[src/rtl/sys_cmd_frame_tx.sv]
// rtl/sys_cmd_frame_tx.sv - UART command framer: sends one command frame, then collects its response
// Optional feature: define RSP_TIMEOUT_EN to bound each response-byte wait to TIMEOUT_CYC cycles.
module sys_cmd_frame_tx #(
  parameter int Data_Width  = 8,
  parameter int Addr_Width  = 4,
  parameter int TIMEOUT_CYC = 1023
) (
  input  logic                    REF_CLK,
  input  logic                    RST,
  input  logic                    CMD_VLD,
  input  logic [1:0]              CMD_OP,
  input  logic [Addr_Width-1:0]   CMD_ADDR,
  input  logic [Data_Width-1:0]   CMD_DATA,
  input  logic [Data_Width-1:0]   CMD_OPB,
  input  logic [3:0]              CMD_FUN,
  output logic                    CMD_BUSY,
  output logic [Data_Width-1:0]   TX_P_Data,
  output logic                    TX_D_VLD,
  input  logic                    TX_Busy,
  input  logic [Data_Width-1:0]   RX_P_Data,
  input  logic                    RX_D_VLD,
  output logic [2*Data_Width-1:0] RSP_Data,
  output logic                    RSP_VLD,
  output logic                    RSP_TIMEOUT
);

  typedef enum logic [2:0] {S_IDLE, S_SEND, S_WAIT_HI, S_WAIT_LO, S_RSP_LO, S_RSP_HI, S_DONE} state_t;

  localparam logic [1:0] OP_RF_WR = 2'd0;
  localparam logic [1:0] OP_RF_RD = 2'd1;
  localparam logic [1:0] OP_ALU   = 2'd2;
  localparam logic [Data_Width-1:0] HDR_WR  = Data_Width'(8'hAA);
  localparam logic [Data_Width-1:0] HDR_RD  = Data_Width'(8'hBB);
  localparam logic [Data_Width-1:0] HDR_ALU = Data_Width'(8'hCC);
  localparam logic [Data_Width-1:0] HDR_NOP = Data_Width'(8'hDD);

  state_t                  state_q, state_d;
  logic [1:0]              op_q, op_d, idx_q, idx_d;
  logic [Addr_Width-1:0]   addr_q, addr_d;
  logic [Data_Width-1:0]   data_q, data_d, opb_q, opb_d, tx_data_q, tx_data_d;
  logic [3:0]              fun_q, fun_d;
  logic                    busy_q, busy_d, tx_vld_q, tx_vld_d, rsp_vld_q, rsp_vld_d;
  logic [2*Data_Width-1:0] rsp_q, rsp_d;
`ifdef RSP_TIMEOUT_EN
  localparam int CNT_W = $clog2(TIMEOUT_CYC + 1);
  logic [CNT_W-1:0]        cnt_q, cnt_d;
  logic                    to_q, to_d;
`endif

  function automatic logic [Data_Width-1:0] frame_byte(
    input logic [1:0] op, input logic [1:0] idx, input logic [Addr_Width-1:0] addr,
    input logic [Data_Width-1:0] a, input logic [Data_Width-1:0] b, input logic [3:0] fun);
    logic [Data_Width-1:0] addr_x, fun_x, byte_v;
    addr_x = Data_Width'(addr);
    fun_x  = Data_Width'(fun);
    case (op)
      OP_RF_WR: byte_v = (idx == 2'd0) ? HDR_WR : (idx == 2'd1) ? addr_x : a;
      OP_RF_RD: byte_v = (idx == 2'd0) ? HDR_RD : addr_x;
      OP_ALU:   byte_v = (idx == 2'd0) ? HDR_ALU : (idx == 2'd1) ? a : (idx == 2'd2) ? b : fun_x;
      default:  byte_v = (idx == 2'd0) ? HDR_NOP : fun_x;
    endcase
    return byte_v;
  endfunction

  function automatic logic [1:0] last_idx(input logic [1:0] op);
    case (op)
      OP_RF_WR: last_idx = 2'd2;
      OP_ALU:   last_idx = 2'd3;
      default:  last_idx = 2'd1;
    endcase
  endfunction

  always_comb begin
    state_d   = state_q;
    op_d      = op_q;
    idx_d     = idx_q;
    addr_d    = addr_q;
    data_d    = data_q;
    opb_d     = opb_q;
    fun_d     = fun_q;
    busy_d    = busy_q;
    tx_data_d = tx_data_q;
    tx_vld_d  = tx_vld_q;
    rsp_d     = rsp_q;
    rsp_vld_d = 1'b0;
`ifdef RSP_TIMEOUT_EN
    cnt_d     = cnt_q;
    to_d      = 1'b0;
`endif
    case (state_q)
      S_IDLE: if (CMD_VLD) begin
        op_d      = CMD_OP;
        addr_d    = CMD_ADDR;
        data_d    = CMD_DATA;
        opb_d     = CMD_OPB;
        fun_d     = CMD_FUN;
        idx_d     = 2'd0;
        busy_d    = 1'b1;
        tx_vld_d  = 1'b1;
        tx_data_d = frame_byte(CMD_OP, 2'd0, CMD_ADDR, CMD_DATA, CMD_OPB, CMD_FUN);
        state_d   = S_SEND;
      end
      S_SEND: if (TX_Busy) begin
        tx_vld_d = 1'b0;
        state_d  = S_WAIT_HI;
      end
      S_WAIT_HI: state_d = S_WAIT_LO;
      S_WAIT_LO: if (!TX_Busy) begin
        if (idx_q != last_idx(op_q)) begin
          idx_d     = idx_q + 2'd1;
          tx_data_d = frame_byte(op_q, idx_q + 2'd1, addr_q, data_q, opb_q, fun_q);
          tx_vld_d  = 1'b1;
          state_d   = S_SEND;
        end else if (op_q == OP_RF_WR) begin
          rsp_vld_d = 1'b1;
          state_d   = S_DONE;
        end else begin
          state_d = S_RSP_LO;
`ifdef RSP_TIMEOUT_EN
          cnt_d   = '0;
`endif
        end
      end
      S_RSP_LO: if (RX_D_VLD) begin
        rsp_d[Data_Width-1:0] = RX_P_Data;
        if (op_q == OP_RF_RD) begin
          rsp_d[2*Data_Width-1:Data_Width] = '0;
          rsp_vld_d = 1'b1;
          state_d   = S_DONE;
        end else begin
          state_d = S_RSP_HI;
`ifdef RSP_TIMEOUT_EN
          cnt_d   = '0;
`endif
        end
      end
`ifdef RSP_TIMEOUT_EN
      else if (cnt_q == CNT_W'(TIMEOUT_CYC)) begin
        rsp_d     = '0;
        rsp_vld_d = 1'b1;
        to_d      = 1'b1;
        state_d   = S_DONE;
      end else begin
        cnt_d = cnt_q + CNT_W'(1);
      end
`endif
      S_RSP_HI: if (RX_D_VLD) begin
        rsp_d[2*Data_Width-1:Data_Width] = RX_P_Data;
        rsp_vld_d = 1'b1;
        state_d   = S_DONE;
      end
`ifdef RSP_TIMEOUT_EN
      else if (cnt_q == CNT_W'(TIMEOUT_CYC)) begin
        rsp_d[2*Data_Width-1:Data_Width] = '0;
        rsp_vld_d = 1'b1;
        to_d      = 1'b1;
        state_d   = S_DONE;
      end else begin
        cnt_d = cnt_q + CNT_W'(1);
      end
`endif
      S_DONE: begin
        busy_d  = 1'b0;
        state_d = S_IDLE;
      end
      default: state_d = S_IDLE;
    endcase
  end

  always_ff @(posedge REF_CLK) begin
    if (RST) begin
      state_q   <= S_IDLE;
      op_q      <= '0;
      idx_q     <= '0;
      addr_q    <= '0;
      data_q    <= '0;
      opb_q     <= '0;
      fun_q     <= '0;
      busy_q    <= 1'b0;
      tx_data_q <= '0;
      tx_vld_q  <= 1'b0;
      rsp_q     <= '0;
      rsp_vld_q <= 1'b0;
`ifdef RSP_TIMEOUT_EN
      cnt_q     <= '0;
      to_q      <= 1'b0;
`endif
    end else begin
      state_q   <= state_d;
      op_q      <= op_d;
      idx_q     <= idx_d;
      addr_q    <= addr_d;
      data_q    <= data_d;
      opb_q     <= opb_d;
      fun_q     <= fun_d;
      busy_q    <= busy_d;
      tx_data_q <= tx_data_d;
      tx_vld_q  <= tx_vld_d;
      rsp_q     <= rsp_d;
      rsp_vld_q <= rsp_vld_d;
`ifdef RSP_TIMEOUT_EN
      cnt_q     <= cnt_d;
      to_q      <= to_d;
`endif
    end
  end

  assign CMD_BUSY  = busy_q;
  assign TX_P_Data = tx_data_q;
  assign TX_D_VLD  = tx_vld_q;
  assign RSP_Data  = rsp_q;
  assign RSP_VLD   = rsp_vld_q;
`ifdef RSP_TIMEOUT_EN
  assign RSP_TIMEOUT = to_q;
`else
  assign RSP_TIMEOUT = 1'b0;
`endif

endmodule

[config.mk]
export PLATFORM = sky130hd
export DESIGN_NAME = sys_cmd_frame_tx
export DESIGN_NICKNAME = d
export VERILOG_FILES = /design/src/rtl/sys_cmd_frame_tx.sv
export SDC_FILE = /design/constraint.sdc
export NUM_CORES = 1
export LEC_CHECK = 0
export ABC_AREA = 1
export CAP_MARGIN = 20
export CORE_ASPECT_RATIO = 1.75
export CORE_MARGIN = 1
export CORE_UTILIZATION = 45
export CTS_CLUSTER_DIAMETER = 60
export CTS_CLUSTER_SIZE = 10
export DETAILED_ROUTE_END_ITERATION = 8
export GPL_ROUTABILITY_DRIVEN = 1
export HOLD_SLACK_MARGIN = 0.12
export PLACE_DENSITY_LB_ADDON = 0.1
export RECOVER_POWER = 25
export SYNTH_ARGS = -nofsm -noshare
export SYNTH_HDL_FRONTEND = slang
export SYNTH_SLANG_ARGS = --single-unit
export TNS_END_PERCENT = 20
[constraint.sdc]
create_clock -name REF_CLK -period 4.15 [get_ports REF_CLK]
set_clock_uncertainty 0.1 [all_clocks]
set_input_delay 0.6225 -clock REF_CLK [delete_from_list [all_inputs] [get_ports REF_CLK]]
set_output_delay 0.6225 -clock REF_CLK [all_outputs]
set_load 0.05 [all_outputs]
# After elaboration in Yosys (flattened, before gate mapping)
# Cells that the tools add are included.
[word_totals]
register_bits = 58
output_inout_bits = 28
word_cells = 95
[op_classes]
addsub = 1
n_eq_ne = 20
muxes = 46
reduce_logical = 15
[ops]
columns = ["operator", "count"]
rows = [
  ["$mux W8", 12],
  ["$pmux W8 S2", 2],
  ["$pmux W8 S3", 1],
  ["$pmux W7 S3", 1],
  ["$mux W3", 6],
  ["$pmux W3 S6", 1],
  ["$mux W16", 1],
  ["$mux W2", 7],
  ["$ne A2 B2 Y1 const B", 7],
  ["$mux W1", 10],
  ["$reduce_and A5 Y1", 2],
  ["$eq A3 B3 Y1 const B", 3],
  ["$pmux W2 S2", 2],
  ["$reduce_and A4 Y1", 2],
  ["$eq A2 B1 Y1 const B", 3],
  ["$eq A2 B2 Y1 const B", 3],
  ["$eq A3 B2 Y1 const B", 2],
  ["$logic_not A2 Y1", 3],
  ["$pmux W1 S3", 2],
  ["$reduce_and A2 Y1", 3],
  ["$reduce_bool A2 Y1", 3],
  ["$eq A3 B1 Y1 const B", 1],
  ["$logic_not A3 Y1", 1],
  ["$reduce_bool A3 Y1", 1],
  ["3 further kinds", 3],
]

# Longest topological paths before layout
# Gate-level depths: netlist of run 1.
[depth]
depth_word = 9
mapped_depth = 12
depth_no_buf = 12

# Worst setup path before layout of run 1
# OpenSTA, ideal clock, no wires.
[synth_timing]
path_type = "flip-flop to flip-flop"
startpoint = "reg idx_q[0]"
endpoint = "reg tx_data_q[1], in the netlist TX_P_Data[1]"
setup_time_ns = 0.111
arrival_time_ns = 1.464
required_ns = 3.939
setup_slack_ns = 2.474
stages_incl_launch_ff = 12
path_buffers = 1
synth_period_minus_slack_ns = 1.676
cell_sequence = "dfxtp_1 inv_1 ha_1 inv_1 clkbuf_1 nand3_1 nand3_1 nand3_1 nand2_1 nand2_1 nor2_1 nor2_1"
[synth_between]
elab_chain_cells = 9
elab_cells_between_ends = 18
[synth_rtl]
columns = ["item", "line", "text"]
rows = [
  ["start: declaration", "38", "logic [1:0] op_q, op_d, idx_q, idx_d;"],
  ["start signal: assignment", "191", "idx_q <= idx_d;"],
  ["$add A2 B1 Y2", "111", "tx_data_d = frame_byte(op_q, idx_q + 2'd1, addr_q, data_q, opb_q, fun_q);"],
  ["$eq A2 B2 Y1", "59", "OP_ALU: byte_v = (idx == 2'd0) ? HDR_ALU : (idx == 2'd1) ? a : (idx == 2'd2) ? b : fun_x;"],
  ["$mux W8 (3 in a row)", "59", ""],
  ["$pmux W8 S3", "56", "case (op)"],
  ["$mux W8", "109", "if (idx_q != last_idx(op_q)) begin"],
  ["$mux W8", "108", "S_WAIT_LO: if (!TX_Busy) begin"],
  ["$pmux W8 S2", "90", "case (state_q)"],
  ["end signal: assignment", "197", "tx_data_q <= tx_data_d;"],
  ["end: declaration", "40", "logic [Data_Width-1:0] data_q, data_d, opb_q, opb_d, tx_data_q, tx_data_d;"],
]
# Parallel ways exist; a longest one is shown, timed or not. The select of a mux whose other input is x is not followed.
# A chain may end at the register's enable or synchronous reset.

# Worst setup path after layout of run 1
[layout_timing]
startpoint = "reg state_q[1]"
endpoint = "reg fun_q[0]"
[layout_between]
elab_chain_cells = 2
[layout_rtl]
columns = ["item", "line", "text"]
rows = [
  ["start: declaration", "37", "state_t state_q, state_d;"],
  ["start signal: assignment", "189", "state_q <= state_d;"],
  ["$logic_not A3 Y1", "90", ""],
  ["$reduce_and A2 Y1 (no source line)", "n/a", ""],
  ["end signal: assignment", "195", "fun_q <= fun_d;"],
  ["end: declaration", "41", "logic [3:0] fun_q, fun_d;"],
]
# No other way between the ends.

==> results.json, run 1 <==
{
  "powerDensity_nw_per_um2": 647,
  "reg2reg_depth": 5,
  "setup_slack_ns": 1.89,
  "p_leak_uw": 0.00156,
  "hpwl_mm": 6.02,
  "r2r-end": "fun_q[0]$_SDFFE_PP0P_",
  "routed_wl_mm": 7.88,
  "hold_viol": 0,
  "clockRootBuffer": "clkbuf_8",
  "gr-total-overflow": 0,
  "ant_nets": 0,
  "slew_violations": 0,
  "antenna_found_initial": 0,
  "wl_per_cell_um": 13.7,
  "min_to": "opb_q[5]$_SDFFE_PP0P_",
  "synthesis.nets": 476,
  "core_um2": 6180,
  "multi_input_area_um2": 1430,
  "first_global_vias": 2781,
  "cts_buffers": 9,
  "layout-drive-gt1-share_pct": 6.24,
  "port-buffer-count": 65,
  "reg2reg_from": "state_q[1]$_SDFFE_PP0P_",
  "syn_to_final_growth_pct": 30.5,
  "clk_latency_ns": 0.35,
  "pre_cts_ws_ns": 1.66,
  "vias": 2929,
  "grt_setup_unrepaired": "no",
  "critical_path.startpoint_type": "flop",
  "cap_viol_max_count": 0,
  "async_flop_share_pct": 0,
  "ys_seq_area_share_pct": 40.2,
  "yosys_most_used_dff": "dfxtp_1",
  "path_max_fanout": 22,
  "synth_area_um2": 2890,
  "endpoint_kind": "flop",
  "layout_common_cells": "115 x nand2_1, 64 x clkdlybuf4s50_1, 58 x dfxtp_1",
  "ys_ff_latch": 58,
  "final.min_clock_period_ns": 2.26,
  "cts_sinks": 58,
  "synth_top_area_share_pct": 40.2,
  "yosysUniqueCellTypes": 29,
  "avgSynthCellArea_um2": 6.65,
  "gp_congestion": 0.962,
  "viasPerCell": 5.08,
  "nets": 534,
  "die_height_um": 108,
  "cp_data_required_time_ns": 4.28,
  "hp-class": "reg2reg",
  "drt-pass1-iter-count": 4,
  "ctsResizeCount": 0,
  "cts_tree": "yes",
  "rows": 38,
  "synth_edf_count": 0,
  "synth_top_area_cell": "dfxtp_1",
  "arrival_ns": 2.39,
  "grt_max_degree": 34,
  "status": "finished clean",
  "regArea_um2": 1160,
  "initialDrtViolationCount": 210,
  "grt.total_usage_pct": 25.7,
  "start_util_pct": 46.7,
  "path_class": "reg2reg",
  "fmax_mhz": 443,
  "r2r_slack_ns": 1.89,
  "holdPathStages": 2,
  "final_common_cell": "nand2_1",
  "htree_levels": 3,
  "irDropWorstVdd_mv": 0.468,
  "die_w_um": 62.5,
  "dieArea_um2": 6750,
  "antenna_cells": 0,
  "syn_inst": 434,
  "worstHoldStart": "opb_q[5]$_SDFFE_PP0P_",
  "io_pins": 67,
  "ys_warn_count": 0,
  "post-cts-setup-buffers": 0,
  "clockBufferDepth": 2,
  "path_clk_slew_ns": 0.06,
  "netlist_top_cells_area": "dfxtp_1 40%, nand2_1 15%, a21oi_1 9.5%",
  "fin_crit_sh_pct": 54.4,
  "tightest_slew_ns": 0.810,
  "drc_errors": 0,
  "tns_ns": 0,
  "grt_pass1_wl_mm": 13.1,
  "setup_viol": 0,
  "fillers": 607,
  "relSlewSlack_pct": 45.8,
  "ctsHoldBuffers": 0
}
[power breakdown]
part	total [uW]	leakage [uW]	switching [uW]	internal [uW]
registers	778	0.000476	98.4	679
logic	1100	0.000972	736	361
clock network	564	0.000110	220	344
total	2440	0.00156	1060	1380
[cell usage after synthesis (2+ instances only)]
library cell,n
a21oi_1,55
buf_2,5
clkbuf_1,14
dfxtp_1,58
ha_1,3
inv_1,43
inv_2,5
nand2_1,113
nand2_2,4
nand2_4,2
nand3_1,43
nand3b_1,2
nand4_1,4
nor2_1,37
nor2_2,2
o211ai_1,2
o21ai_0,27
o21ai_1,3
o31ai_1,2
[critical path, cell delays in order, from the launching register on]
cell	delay, ns
dfxtp_1	0.40
nor3_4	0.51
nand2_1	0.53
buf_4	0.37
o21ai_0	0.17
a21oi_1	0.06
[cell families after synthesis]
family                     synth area share, %
adders and majority gates                 1.30
DFF                                       40.2
other                                    0.130
buffers and inverters                     9.80
AOI/OAI and AO/OA                         16.0
and+or+nand+nor                           32.6
[registers in the layout (all words and copies together) (netlist names)]
register / cells
RSP_VLD: 1
state_q: 3
idx_q: 2
RSP_Data: 16
CMD_BUSY: 1
op_q: 2
data_q: 8
fun_q: 4
addr_q: 4
opb_q: 8
TX_D_VLD: 1
TX_P_Data: 8
[per-layer routing]
layer | global-route usage, % | vias up | routed length (um) | part of all wire [%]
met2 | 48.2 | 92 | 4260 | 54
met3 | 7.49 | 19 | 430 | 5.5
met4 | 14.0 | 0 | 289 | 3.7
met5 | 0 | - | 0 | 0
met1 | 24.8 | 1298 | 2910 | 37
li1 | - | 1520 | - | -
[area by class of cell]
| class | count | share of cell area (%) |
|---|---|---|
| repair buffers | 68 | 17.9 |
| inverters | 49 | 4.95 |
| flip-flops and latches | 58 | 30.8 |
| multi-input cells | 306 | 38.0 |
| clock buffers | 15 | 4.95 |
| well taps | 80 | 2.66 |
| clock inverters | 1 | 0.797 |
[through the flow]
stage               total power (uW)  hold WS, ns  area [um^2]  util, %  cells
finish                          2440        0.351         3770     61.0    577
global route                    2610        0.367         3770     61.0    577
CTS                             2460        0.357         3780     61.2    577
detailed placement              1890        0.347         3560     57.7    561
global placement                1880        0.344         3560     57.7    561
floorplan                       1610        0.324         2890        -    434
[how the worst max path moves through the flow]
| stage | from | slack, ns | to |
|---|---|---|---|
| floorplan | idx_q[0]$_SDFFE_PP0P_ | 2.47 | TX_P_Data[1]$_SDFFE_PP0P_ |
| global placement | CMD_VLD | 1.70 | op_q[0]$_SDFFE_PP0P_ |
| detailed placement | CMD_VLD | 1.66 | op_q[0]$_SDFFE_PP0P_ |
| CTS | state_q[1]$_SDFFE_PP0P_ | 1.88 | op_q[0]$_SDFFE_PP0P_ |
| global route | state_q[1]$_SDFFE_PP0P_ | 1.65 | op_q[0]$_SDFFE_PP0P_ |
| finish | state_q[1]$_SDFFE_PP0P_ | 1.89 | fun_q[0]$_SDFFE_PP0P_ |
(Power assumes the default switching activity.)
==> inputs of run 2 (changes only) <==
Clock period 4.15 ns to 2 ns, I/O delays scaled along.
==> results.json, run 2 (synthesized netlist as in run 1, its figures left out) <==
{
  "status": "finished clean",
  "endpoint_kind": "output pin",
  "m1WireLength_mm": 3.10,
  "pwr-share-seq_pct": 31.6,
  "multi_input_area_um2": 1440,
  "die_height_um": 108,
  "crit_path_top_delay_cell": "clkdlybuf4s50_1",
  "r2r-end": "TX_P_Data[6]$_SDFFE_PP0P_",
  "fmax_mhz": 523,
  "antenna_found_initial": 0,
  "irDropWorstVdd_mv": 0.707,
  "layout-drive-gt1-share_pct": 9.04,
  "cts_sinks": 58,
  "vias": 3050,
  "first_global_vias": 2932,
  "ctsResizeCount": 0,
  "setup_slack_ns": 0.0883,
  "grt_setup_unrepaired": "no",
  "placedInstanceArea_um2": 3650,
  "syn_to_final_growth_pct": 33.3,
  "sw_frac_of_total_pct": 44.7,
  "ant_nets": 0,
  "regArea_um2": 1160,
  "pre_cts_ws_ns": 0.159,
  "p_leak_uw": 0.00160,
  "critical_path.startpoint_type": "flop",
  "wl_met3_um": 419,
  "path_max_fanout": 2,
  "wl_met2_mm": 4.62,
  "routed_wl_mm": 8.58,
  "fin_util_pct": 62.3,
  "drc_errors": 0,
  "hp-class": "reg2reg",
  "wl_per_cell_um": 14.6,
  "grt_pass1_wl_mm": 13.7,
  "drt-pass1-iter-count": 4,
  "tightest_slew_ns": 0.528,
  "gp_congestion": 0.959,
  "top_layer": "met4",
  "hpwl_mm": 6.54,
  "clock_power_share_pct": 21.4,
  "die_w_um": 62.5,
  "clockBufferDepth": 2,
  "setup_viol": 0,
  "path_clk_slew_ns": 0.08,
  "reg2reg_from": "op_q[0]$_SDFFE_PP0P_",
  "layout_common_cells": "114 x nand2_1, 65 x clkdlybuf4s50_1, 58 x dfxtp_1",
  "worstHoldStart": "RSP_Data[8]$_SDFFE_PP0P_",
  "cts_tree": "yes",
  "fillers": 594,
  "cap_viol_max_count": 0,
  "rows": 38,
  "core_um2": 6180,
  "arrival_ns": 1.51,
  "final.min_clock_period_ns": 1.91,
  "tns_ns": 0,
  "gr-total-overflow": 0,
  "antenna_cells": 0,
  "min_to": "RSP_Data[8]$_SDFFE_PP0P_",
  "viasPerCell": 5.18,
  "largest_register_ffs": 16,
  "cp_num_buf_inv": 1,
  "start_util_pct": 46.7,
  "holdPathStages": 2,
  "initialDrtViolationCount": 176,
  "slew_violations": 0,
  "port-buffer-count": 65,
  "final_common_cell": "nand2_1",
  "p_comb_share_pct": 47.0,
  "reg2reg_depth": 11,
  "critical_path.max_stage_delay_ns": 0.83,
  "cts_buffers": 9,
  "ctsHoldBuffers": 0,
  "crit_chain": "clkdlybuf4s50_1",
  "hold_viol": 0,
  "clk_latency_ns": 0.34,
  "dieArea_um2": 6750,
  "relSlewSlack_pct": 64.7,
  "nets": 546,
  "htree_levels": 3,
  "design_area_um2": 3850,
  "path_class": "reg2out",
  "dp_cells": 573,
  "switching_power_uw": 2300,
  "crit_family": "buffers and inverters",
  "clockRootBuffer": "clkbuf_8",
  "post-cts-setup-buffers": 0,
  "io_pins": 67,
  "grt.total_usage_pct": 26.6,
  "powerDensity_nw_per_um2": 1340,
  "r2r_slack_ns": 0.19,
  "stdcell_count": 589,
  "fin_crit_sh_pct": 95.6,
  "cp_data_required_time_ns": 1.60,
  "grt_max_degree": 37,
  "internal_power_uw": 2850
}
[run 2: worst max-delay path by stage]
stage	endpoint	start	cells past startpoint
floorplan	TX_P_Data[1]$_SDFFE_PP0P_	idx_q[0]$_SDFFE_PP0P_	11
global placement	TX_P_Data[6]$_SDFFE_PP0P_	op_q[0]$_SDFFE_PP0P_	11
global route	TX_P_Data[6]$_SDFFE_PP0P_	op_q[0]$_SDFFE_PP0P_	11
CTS	TX_P_Data[0]	TX_P_Data[0]$_SDFFE_PP0P_	1
finish	CMD_BUSY	CMD_BUSY$_SDFFE_PP0P_	1
detailed placement	TX_P_Data[6]$_SDFFE_PP0P_	TX_Busy	11
[run 2: layout make-up]
| class | instances | share of cell area [%] |
|---|---|---|
| well taps | 80 | 2.60 |
| flip-flops and latches | 58 | 30.2 |
| inverters | 49 | 4.84 |
| clock inverters | 6 | 1.72 |
| clock buffers | 10 | 3.58 |
| multi-input cells | 306 | 37.4 |
| repair buffers | 80 | 19.7 |
[run 2: power groups by stage]
stage / clock network, uW / logic [uW] / registers, uW
global route: 1160 / 2690 / 1660
floorplan: 0 / 1440 / 1890
global placement: 0 / 2390 / 1650
finish: 1100 / 2420 / 1630
detailed placement: 0 / 2400 / 1650
CTS: 1120 / 2420 / 1630
[run 2: through the flow]
| step | hold WS [ns] | power, uW |
|---|---|---|
| global placement | 0.348 | 4040 |
| global route | 0.385 | 5510 |
| finish | 0.365 | 5150 |
| CTS | 0.367 | 5160 |
| detailed placement | 0.355 | 4060 |
| floorplan | 0.324 | 3330 |
[run 2: per-layer routing]
layer	track usage, %	vias up
met5	0	-
met4	17.6	0
met3	6.65	30
met2	50.1	112
met1	25.1	1362
li1	-	1546
